===== src/rtl/pipe_hazard_ctrl.sv =====
// Hazard/sequencing controller for the 5-stage RV32 pipeline: operand forwarding,
// load-use interlock, multi-cycle data-memory wait FSM and saturating perf counters.
module pipe_hazard_fwd_sel (
  input  logic [4:0] rs,
  input  logic [4:0] rd_m,
  input  logic [4:0] rd_w,
  input  logic       we_m,
  input  logic       we_w,
  output logic [1:0] fwd
);
  always_comb begin
    fwd = 2'b00;
    if (we_m && rd_m != 5'd0 && rd_m == rs)      fwd = 2'b10;
    else if (we_w && rd_w != 5'd0 && rd_w == rs) fwd = 2'b01;
  end
endmodule

module pipe_hazard_ctrl #(
  parameter int TIMEOUT = 16,
  parameter int CNT_W   = 32
) (
  input  logic             clk,
  input  logic             reset,
  input  logic [4:0]       Rs1D,
  input  logic [4:0]       Rs2D,
  input  logic [4:0]       Rs1E,
  input  logic [4:0]       Rs2E,
  input  logic [4:0]       RdE,
  input  logic [4:0]       RdM,
  input  logic [4:0]       RdW,
  input  logic             RegWriteM,
  input  logic             RegWriteW,
  input  logic             LoadE,
  input  logic             PCSrcE,
  input  logic             dmem_req,
  input  logic             dmem_ready,
  output logic [1:0]       ForwardAE,
  output logic [1:0]       ForwardBE,
  output logic             StallF,
  output logic             StallD,
  output logic             StallE,
  output logic             StallM,
  output logic             FlushD,
  output logic             FlushE,
  output logic             FlushW,
  output logic             bus_err,
  output logic [CNT_W-1:0] stall_cnt,
  output logic [CNT_W-1:0] flush_cnt
);
  localparam int NUM_SRC = 2;
  localparam int WCW     = $clog2(TIMEOUT + 1);

  typedef enum logic {S_IDLE, S_WAIT} state_t;

  state_t               state, state_nx;
  logic [WCW-1:0]       wait_cnt, cnt_nx;
  logic                 mem_stall, berr_nx, lw_stall;
  logic [NUM_SRC-1:0][4:0] rs_e;
  logic [NUM_SRC-1:0][1:0] fwd;

  // One forwarding selector per EX source operand
  assign rs_e = {Rs2E, Rs1E};
  genvar g;
  generate
    for (g = 0; g < NUM_SRC; g++) begin : g_fwd
      pipe_hazard_fwd_sel u_sel (
        .rs   (rs_e[g]),
        .rd_m (RdM),
        .rd_w (RdW),
        .we_m (RegWriteM),
        .we_w (RegWriteW),
        .fwd  (fwd[g])
      );
    end
  endgenerate
  assign ForwardAE = fwd[0];
  assign ForwardBE = fwd[1];

  assign lw_stall = LoadE && (RdE != 5'd0) && ((RdE == Rs1D) || (RdE == Rs2D));

  // Request is held by StallM during WAIT, so dmem_req is only sampled in IDLE
  always_comb begin
    state_nx  = state;
    cnt_nx    = wait_cnt;
    mem_stall = 1'b0;
    berr_nx   = 1'b0;
    case (state)
      S_IDLE: begin
        if (dmem_req && !dmem_ready) begin
          mem_stall = 1'b1;
          state_nx  = S_WAIT;
          cnt_nx    = WCW'(1);
        end
      end
      S_WAIT: begin
        if (dmem_ready) begin
          state_nx = S_IDLE;
          cnt_nx   = '0;
        end else if (wait_cnt < WCW'(TIMEOUT)) begin
          mem_stall = 1'b1;
          cnt_nx    = wait_cnt + WCW'(1);
        end else begin
          berr_nx  = 1'b1;
          state_nx = S_IDLE;
          cnt_nx   = '0;
        end
      end
      default: state_nx = S_IDLE;
    endcase
  end

  always_ff @(posedge clk or posedge reset) begin
    if (reset) begin
      state    <= S_IDLE;
      wait_cnt <= '0;
      bus_err  <= 1'b0;
    end else begin
      state    <= state_nx;
      wait_cnt <= cnt_nx;
      bus_err  <= berr_nx;
    end
  end

  // A memory wait freezes EX, so redirects and bubbles re-present after release
  assign StallF = lw_stall | mem_stall;
  assign StallD = lw_stall | mem_stall;
  assign StallE = mem_stall;
  assign StallM = mem_stall;
  assign FlushW = mem_stall;
  assign FlushD = PCSrcE & ~mem_stall;
  assign FlushE = (lw_stall | PCSrcE) & ~mem_stall;

  always_ff @(posedge clk or posedge reset) begin
    if (reset) begin
      stall_cnt <= '0;
      flush_cnt <= '0;
    end else begin
      if (StallF && stall_cnt != '1) stall_cnt <= stall_cnt + CNT_W'(1);
      if (FlushE && flush_cnt != '1) flush_cnt <= flush_cnt + CNT_W'(1);
    end
  end
endmodule

===== config.mk =====
export PLATFORM = sky130hd
export DESIGN_NAME = pipe_hazard_ctrl
export DESIGN_NICKNAME = d
export VERILOG_FILES = /design/src/rtl/pipe_hazard_ctrl.sv
export SDC_FILE = /design/constraint.sdc
export NUM_CORES = 1
export LEC_CHECK = 0
export CELL_PAD_IN_SITES_DETAIL_PLACEMENT = 1
export CELL_PAD_IN_SITES_GLOBAL_PLACEMENT = 2
export CORE_MARGIN = 5
export CORE_UTILIZATION = 31
export DETAILED_ROUTE_END_ITERATION = 12
export PLACE_DENSITY = 0.89
export SLEW_MARGIN = 20
export SYNTH_ARGS = -nofsm -noshare
export SYNTH_HDL_FRONTEND = slang
export SYNTH_SLANG_ARGS = --single-unit

===== constraint.sdc =====
create_clock -name clk -period 6 [get_ports clk]
set_clock_uncertainty 0.05 [all_clocks]
set_input_delay 1.5 -clock clk [delete_from_list [all_inputs] [get_ports clk]]
set_output_delay 1.5 -clock clk [all_outputs]
set_load 0.005 [all_outputs]

==> results of run 1 <==
[flip-flops by register name (all words and copies together), names as in the netlist]
name and count:
flush_cnt 32, bus_err 1, stall_cnt 32, wait_cnt 5
state 1
[layout make-up]
type                    count  share of cell area, %
clock buffers              14                   4.67
clock inverters             1                 0.0921
inverters                  19                   1.31
multi-input cells         284                   35.5
flip-flops and latches     71                   32.7
well taps                 168                   3.87
repair buffers            119                   21.9
[stage by stage]
stage               cells  setup slack [ns]
finish                676             0.649
global placement      661             0.683
global route          676             0.409
floorplan             383              1.77
detailed placement    661             0.628
CTS                   676             0.616
[cell usage in the layout (no fill, tap or decap), drive strengths merged]
master / count
a21o: 2
a21oi: 2
a221o: 1
a22o: 5
and2: 2
and3: 6
and4: 5
buf: 1
clkbuf: 14
clkdlybuf4s50: 118
clkinv: 1
dfrtp: 71
ha: 3
inv: 19
mux2: 2
nand2: 28
nand2b: 2
nand3: 30
nand3b: 1
nand4: 15
nor2: 21
nor3: 27
nor3b: 4
nor4: 16
o211ai: 1
o21a: 2
o21ai: 4
or2: 2
or3: 2
or4: 7
or4b: 1
xnor2: 34
xor2: 59
[routing by layer]
layer	GRT usage [%]	up-vias	wire, um
met5	0	-	0
met4	5.88	0	141
met3	3.59	11	653
li1	-	1576	-
met2	26.7	70	5700
met1	19.2	1673	4840
[cell families after synthesis]
logic type / synth area share, %
compound gates: 3.51
flops: 46.1
buf+inv: 3.83
xor+xnor: 21.1
simple gates: 23.8
mux: 0.681
fa+ha+maj: 0.974
[cells in the mapped netlist (2+ instances only)]
master / count
xor2_1: 59
nor3_1: 25
a21oi_1: 2
nand2b_1: 2
o21a_1: 2
a21o_1: 2
or4_1: 7
and2_1: 2
nand3_1: 30
and3_1: 6
buf_8: 2
dfrtp_1: 71
or2_2: 2
and4_1: 4
ha_1: 3
buf_4: 4
nor3_2: 2
a22o_1: 5
nor2_1: 21
inv_1: 19
nor3b_1: 4
nand4_1: 14
nor4_1: 16
xnor2_1: 34
o21ai_0: 4
nand2_1: 28
[worst max-delay path: cells and delay by family]
family                 cells  cell delay, ns
AOI/OAI and AO/OA          2            0.64
and+or+nand+nor            2            0.63
buffers and inverters      3            1.03
[how the worst min path moves through the flow]
stage,endpoint,cells past startpoint,from
floorplan,wait_cnt[4],2,wait_cnt[4]
global placement,wait_cnt[4],2,wait_cnt[4]
detailed placement,flush_cnt[19],1,flush_cnt[19]
CTS,flush_cnt[19],1,flush_cnt[19]
global route,flush_cnt[7],1,flush_cnt[7]
finish,flush_cnt[19],1,flush_cnt[19]
[report_power, final]
group | internal [mW] | total [mW] | switching, mW | leakage (nW)
Combinational | 0.170 | 0.289 | 0.118 | 1.30
Sequential | 0.529 | 0.600 | 0.0714 | 0.914
Clock | 0.289 | 0.487 | 0.198 | 0.127
Total | 0.988 | 1.38 | 0.388 | 2.35
==> impl_results.md, run 1 <==
* Outcome: completed
* Endpoints failing setup at 0
* # resized after CTS at 0
* Die ar. at 14,800 um^2
* Clock slew at the register clock pins of the worst setup and hold paths at 0.05 ns
* DR vias/cell at 4.93
* Sequential-to-total area share from yosys stat at 46.1%
* Synth area leaders: dfrtp_1 46%, xor2_1 13%, xnor2_1 7.7%
* Htree depth at 3
* Worst reg-to-reg path cell count at 7
* Vias in the first global route at 3,582
* Register area at 1780 um^2
* Cell variety after synth at 39
* Worst vdd ir at 0.140 mV
* Crit-path max cell delay at 0.57 ns
* Via count at 3,330
* Cell taking the most area after synthesis: dfrtp_1
* Worst R2R Setup Slack at 3.16 ns
* DRT Pass-1 Iters at 4
* Routability Congestion at 0.804
* CTS hold repair buffers at 0
* Leakage Power at 2.35 nW
* Fin crit share at 89.2%
* Setup crit start: RdE[1]
* PwrDens at 253 nW/um^2
* Worst path most repeated cell: clkdlybuf4s50_1
* Skew-Pair Late Insertion Delay at 0.33 ns
* Asr flop ratio synth at 100%
* Worst-path cell chain: clkdlybuf4s50_1, or4_1, o21ai_0, nor2_1, a21oi_1, inv_1, clkdlybuf4s50_1
* Clk buf depth at 2
* Total grt overflow at 0
* Final HPWL DP at 8530 um
* Die Width at 122 um
* Antenna cells at 0
* Fraction of layout cells with a size suffix above 1 at 4.53%
* CTS tree: yes
* Layout fillers at 1,391
* Minimum clock period at 5.35 ns
* Maxcap violations at 0
* Relative slew slack at 43.6%
* Hold WS at 0.444 ns
* I/O pin cnt at 119
* CTS Buf Count at 9
* Worst Path Required at 4.45 ns
* Crit Path Category: primary input to output port
* Yosys top cell area share at 46.1%
* Area of the multi-input gates at 1930 um^2
* # clock sinks at 71
* Number of flops mapped to enable cells by yosys at 0
* Ys Warns at 0
* Port Buffers at 118
* Total track usage at 15.6%
* Crit start category: primary input
* Top FF cell, synth: dfrtp_1
* Starting Density at 31.8%
* Max-slew violations at 0
* CP endpoint: FlushE
* WP data arrival at 3.80 ns
* First-pass GRT wire length at 18,400 um
* Pin count of the biggest net entering global routing at 40
* RSZ-0062 raised after global routing: no
* Seq cells post-synth at 71
* Hold Fails Final Rpt at 0
* RR Startpoint: stall_cnt[0]
* Fmax at 187 MHz
* Die Ht at 122 um
* Synth Cell Area at 3850 um^2
* Setup_tns at 0 ns
* Post-Synthesis Cells at 383
* Cell Area, Placed at 5180 um^2
* Capture point of the worst reg-to-reg path: stall_cnt[5]
* Actual slew at the worst max-slew pin at 0.842 ns
* Slowest cell on crit path: or4_1
* Finished Cell Area at 5440 um^2
* Total wire length at 11,300 um
* Routed Antenna Nets at 0
* Initial antenna violation count at 0
* Worst Setup End Kind: output port
* # DRC at 0
* Final nets at 550
* Root Buffer: clkbuf_16
* Post-synthesis area per instance at 10.1 um^2
* Area grow syn2layout at 41.0%
* Tot Pwr at 1.38 mW
* WL/cell at 16.8 um
* Initial DRC count at 169
* Syn Nets at 429
* Finished Core Util at 44.9%
* Row count at 40
* Post-CTS setup buffer count at 0
* Total core area at 12,100 um^2
* Worst hold path class: flop to flop
* Largest fanout on the critical path at 6
(Power assumes the default switching activity.)
==> run 2, diff against run 1 <==
--- a/config.mk
+++ b/config.mk
@@ -11,6 +11,7 @@
 export CORE_UTILIZATION = 31
 export DETAILED_ROUTE_END_ITERATION = 12
 export PLACE_DENSITY = 0.89
+export RECOVER_POWER = 50
 export SLEW_MARGIN = 20
 export SYNTH_ARGS = -nofsm -noshare
 export SYNTH_HDL_FRONTEND = slang
==> run 2 against run 1 <==
  * The flow now finishes with violations (capacitance limit, slew limit)
  * Clock power barely moved
  * Non-clock buffer count did not move
  * Sequential share of layout area hardly changed
  * Global-route usage is the same
  * Worst hold slack got worse by 0.0044 ns
  * Core utilization about the same
  * Via count decreased by 0.12%
  * Die area stayed put
  * Critical path depth did not move
  * Design area is essentially flat
  * Sequential power about the same
==> impl_results.md, run 2 (same netlist as run 1, synthesis figures left out) <==
* Violated checks: capacitance limit, slew limit
* Htree depth at 3
* DR vias/cell at 4.92
* CTS hold repair buffers at 0
* Worst path most repeated cell: clkdlybuf4s50_1
* Die Ht at 122 um
* Routability Congestion at 0.804
* Worst R2R Setup Slack at 3.16 ns
* Minimum clock period at 5.35 ns
* Max-slew violations at 40
* Clock slew at the register clock pins of the worst setup and hold paths at 0.05 ns
* Die ar. at 14,800 um^2
* Most common cell after layout, fill and taps aside: clkdlybuf4s50_1
* Final nets at 550
* Setup WS pre-CTS at 0.628 ns
* Root Buffer: clkbuf_16
* First-pass GRT wire length at 18,400 um
* Post-CTS setup buffer count at 0
* Antenna cells at 0
* Leakage Power at 2.42 nW
* Total grt overflow at 0
* Placed cell count at 661
* Top flop regs: flush_cnt: 32 flops, stall_cnt: 32 flops, wait_cnt: 5 flops
* Worst hold path class: flop to flop
* Die Width at 122 um
* Crit-path max cell delay at 0.57 ns
* Vias in the first global route at 3,582
* Fraction of layout cells with a size suffix above 1 at 4.13%
* Worst Path Required at 4.45 ns
* CTS tree: yes
* Setup_tns at 0 ns
* Total wire length at 11,300 um
* Maxcap violations at 1
* Largest fanout on the critical path at 6
* Pin count of the biggest net entering global routing at 40
* Finished Core Util at 44.9%
* Via count at 3,326
* Worst-path cell chain: clkdlybuf4s50_1, or4_1, o21ai_0, nor2_1, a21oi_1, inv_1, clkdlybuf4s50_1
* Fin crit share at 89.2%
* PwrDens at 252 nW/um^2
* Clk buf depth at 2
* # resized after CTS at 0
* WP data arrival at 3.80 ns
* Fmax at 187 MHz
* # clock sinks at 71
* I/O pin cnt at 119
* CTS Buf Count at 9
* Routed Antenna Nets at 0
* Worst Setup End Kind: output port
* Relative slew slack at -46.1%
* Skew-Pair Late Insertion Delay at 0.33 ns
* Endpoints failing setup at 0
* Cell Area, Placed at 5180 um^2
* Hold Fails Final Rpt at 0
* WL/cell at 16.8 um
* Total core area at 12,100 um^2
* RSZ-0062 raised after global routing: no
* Setup ws final at 0.649 ns
* DRT Pass-1 Iters at 4
* Initial antenna violation count at 0
* Most frequent cells in the layout: 77 x clkdlybuf4s50_1, 71 x dfrtp_1, 59 x xor2_1
* Worst vdd ir at 0.139 mV
* Final HPWL DP at 8530 um
* Starting Density at 31.8%
* # DRC at 0
* Outcome: finished, violations left
* Initial DRC count at 130
* Total track usage at 15.6%
* Final non-filler cell total at 676
* Hold WS at 0.439 ns
* Row count at 40
* Tot Pwr at 1.37 mW
* Crit Path Category: primary input to output port
* Slowest cell on crit path: or4_1
* Port Buffers at 118
* Crit start category: primary input
* Finished Cell Area at 5430 um^2
* Area grow syn2layout at 40.9%
* Actual slew at the worst max-slew pin at 2.19 ns
-- run 2: cell count changes in the layout (fill, tap and decap cells not counted) --
cell	previous run	this run
clkdlybuf4s50_1	118	77
dlygate4sd3_1	0	41
buf_4	1	0
clkbuf_1	4	5
inv_1	18	19
inv_2	1	0
-- run 2: worst max-delay path: cells and delay by family --
kind                   cells  cell delay (ns)
AO/OA/AOI/OAI              2             0.64
buffers and inverters      3             1.03
AND/OR/NAND/NOR            2             0.63
-- run 2: routing by layer --
| layer | share of wire [%] | wire [um] | GRT usage (%) |
|---|---|---|---|
| met5 | 0 | 0 | 0 |
| met4 | 1.2 | 141 | 5.88 |
| met3 | 5.8 | 654 | 3.59 |
| met2 | 50 | 5700 | 26.7 |
| met1 | 43 | 4830 | 19.2 |
-- run 2: cell type report --
cell class                      instances  area [um^2]
Inverter                               19         71.3
Fill cell                            1390         6680
Clock buffer                           14          254
Timing Repair Buffer                  119         1180
Sequential cell                        71         1780
Tap cell                              168          210
Clock inverter                          1         5.00
Multi-Input combinational cell        284         1930
-- run 2: path summary, 6_finish.rpt --
kind / start / end / cells after the start
setup / recovery: RdE[1] / FlushE / 7
hold / removal: flush_cnt[19] / flush_cnt[19] / 1
setup reg to reg: stall_cnt[0] / stall_cnt[5] / 7
hold reg to reg: flush_cnt[19] / flush_cnt[19] / 1
max in group asynchronous: reset / wait_cnt[3] / 3
min in group asynchronous: reset / stall_cnt[6] / 2
-- run 2: where the power goes --
part	internal (mW)	total [mW]	switching, mW
registers	0.529	0.599	0.0703
clock network	0.289	0.487	0.198
logic	0.163	0.281	0.118
==> run 3, diff against run 2 <==
--- a/config.mk
+++ b/config.mk
@@ -10,9 +10,11 @@
 export CORE_MARGIN = 5
 export CORE_UTILIZATION = 31
 export DETAILED_ROUTE_END_ITERATION = 12
-export PLACE_DENSITY = 0.89
+export PLACE_DENSITY = 0.88
 export RECOVER_POWER = 50
+export SKIP_LAST_GASP = 1
 export SLEW_MARGIN = 20
 export SYNTH_ARGS = -nofsm -noshare
 export SYNTH_HDL_FRONTEND = slang
+export SYNTH_HIERARCHICAL = 1
 export SYNTH_SLANG_ARGS = --single-unit
==> run 3 against run 2 <==
  * Sequential power fell by 3%
  * Critical path type unchanged
  * Core utilization fell by 0.061 points
  * The run still ends with capacitance limit, slew limit left
  * Non-clock buffer count rose by 1
  * Global-route usage rose by 0.92 points
  * Register-to-register slack improved by 0.28 ns
  * Critical endpoint unchanged
  * Flip-flop and latch count did not move
  * Highest routed layer unchanged
  * Count of clock-buffer cells in the layout fell by 4
  * Setup slack improved by 0.16 ns
  * Power rose by 7.9%
  * Cell count rose by 1.5%
  * Worst hold slack barely moved
  * Sequential share of layout area fell by 1.3 points
==> impl_results.md, run 3 <==
* Outcome: finished, violations left
* Violated checks: capacitance limit, slew limit
* Total core area at 12,600 um^2
* Total wire length at 12,200 um
* Antenna cells at 0
* Syn Nets at 437
* Largest fanout on the critical path at 5
* Synth top cells by count: 71 x dfrtp_1, 58 x xnor2_1, 35 x nand2_1
* Crit start category: primary input
* Row count at 41
* # DRC at 0
* Asr flop ratio synth at 100%
* CP endpoint: FlushE
* Leakage Power at 2.47 nW
* Tot Pwr at 1.47 mW
* Clock slew at the register clock pins of the worst setup and hold paths at 0.05 ns
* Placed cell count at 670
* Total grt overflow at 0
* Initial antenna violation count at 0
* Worst hold path class: flop to flop
* Total track usage at 16.6%
* Worst reg-to-reg path cell count at 6
* Setup crit start: RdE[1]
* Vias in the first global route at 3,828
* Cell taking the most area after synthesis: dfrtp_1
* Count leader, synth: dfrtp_1
* DR vias/cell at 5.08
* Setup_tns at 0 ns
* Final nets at 555
* Final non-filler cell total at 686
* CTS Buf Count at 9
* Sequential-to-total area share from yosys stat at 44.7%
* Root Buffer: clkbuf_16
* CTS tree: yes
* Maxcap violations at 2
* Fraction of layout cells with a size suffix above 1 at 6.42%
* # resized after CTS at 0
* Most frequent cells in the layout: 73 x clkdlybuf4s50_1, 71 x dfrtp_1, 58 x xnor2_1
* Hold Fails Final Rpt at 0
* Port Buffers at 118
* Worst R2R Setup Slack at 3.44 ns
* Max-slew violations at 74
* Synth area leaders: dfrtp_1 45%, xnor2_1 13%, xor2_1 6.6%
* Synth Cell Area at 3970 um^2
* Slowest cell on crit path: or4_1
* Final HPWL DP at 9310 um
* Pin count of the biggest net entering global routing at 42
* Most common cell after layout, fill and taps aside: clkdlybuf4s50_1
* Htree depth at 3
* WP data arrival at 3.64 ns
* Endpoints failing setup at 0
* Cell variety after synth at 46
* Worst path most repeated cell: clkdlybuf4s50_1
* Routability Congestion at 0.813
* Number of flops mapped to enable cells by yosys at 0
* Yosys top cell area share at 44.7%
* Layout fillers at 1,442
* Starting Density at 31.5%
* WL/cell at 17.7 um
* Actual slew at the worst max-slew pin at 1.73 ns
* Die ar. at 15,200 um^2
* Worst Path Required at 4.45 ns
* Post-synthesis area per instance at 10.2 um^2
* Clk buf depth at 2
* Top flop regs: flush_cnt: 32 flops, stall_cnt: 32 flops, wait_cnt: 5 flops
* Top FF cell, synth: dfrtp_1
* # clock sinks at 71
* Seq cells post-synth at 71
* RR Startpoint: flush_cnt[16]
* First-pass GRT wire length at 19,600 um
* Area grow syn2layout at 42.3%
* Minimum clock period at 5.19 ns
* Crit-path max cell delay at 0.55 ns
* PwrDens at 261 nW/um^2
* Initial DRC count at 121
* Capture point of the worst reg-to-reg path: flush_cnt[23]
* Hold WS at 0.440 ns
* Fin crit share at 86.6%
* Fmax at 193 MHz
* Worst Setup End Kind: output port
* Skew-Pair Late Insertion Delay at 0.34 ns
* Routed Antenna Nets at 0
* RSZ-0062 raised after global routing: no
* Worst vdd ir at 0.180 mV
* Crit Path Category: primary input to output port
* Post-Synthesis Cells at 391
* Relative slew slack at -15.2%
* DRT Pass-1 Iters at 4
* Die Ht at 123 um
* CTS hold repair buffers at 0
* I/O pin cnt at 119
* Post-CTS setup buffer count at 0
* Worst-path cell chain: clkdlybuf4s50_1, or4_1, o21a_1, o21ai_1, nor2_1, clkdlybuf4s50_1
* Ys Warns at 6
* Die Width at 123 um
* Via count at 3,488
## run 3: cells by family after synthesis
group	after synthesis	synth area share, %
simple gates	178	25.8
flops	71	44.7
xor+xnor	88	19.4
compound gates	27	5.70
buf+inv	21	2.64
mux	3	0.850
fa+ha+maj	3	0.945
## run 3: metal layers
| layer | GRT usage [%] | vias to the layer above | part of all wire (%) |
|---|---|---|---|
| met3 | 4.16 | 13 | 5.0 |
| met4 | 5.95 | 0 | 1.7 |
| met5 | 0 | - | 0 |
| li1 | - | 1645 | - |
| met2 | 28.7 | 85 | 50 |
| met1 | 19.9 | 1745 | 43 |
## run 3: worst min-delay path by stage
stage / startpoint / endpoint / slack [ns] / cells after the start
final: stall_cnt[4] / stall_cnt[4] / 0.44 / 1
after global routing: stall_cnt[4] / stall_cnt[4] / 0.46 / 1
after CTS: stall_cnt[4] / stall_cnt[4] / 0.45 / 1
after detailed placement: stall_cnt[4] / stall_cnt[4] / 0.43 / 1
after global placement: wait_cnt[4] / wait_cnt[4] / 0.42 / 2
after floorplan: wait_cnt[4] / wait_cnt[4] / 0.39 / 2
## run 3: final cells by class
type	count	area, um^2	share of cell area, %
flip-flops and latches	71	1780	31.4
repair buffers	120	1190	21.1
clock buffers	10	239	4.23
inverters	8	30.0	0.531
well taps	172	215	3.81
clock inverters	6	108	1.90
multi-input cells	299	2090	37.0
## run 3: worst max-delay path, delay by kind of cell
kind	cells	cell delay (ns)
AND/OR/NAND/NOR	2	0.67
AO/OA/AOI/OAI	2	0.53
buffers and inverters	2	0.94
## run 3: per-stage QoR
step,instance area [um^2],utilization [%],worst slack [ns]
floorplan,3970,-,1.54
global placement,5310,42.1,0.811
detailed placement,5310,42.1,0.805
CTS,5660,44.8,0.789
global route,5650,44.8,0.694
finish,5650,44.8,0.806
## run 3: report_power, final
group	internal [mW]	switching, mW
logic	0.147	0.113
registers	0.524	0.0602
clock network	0.416	0.214
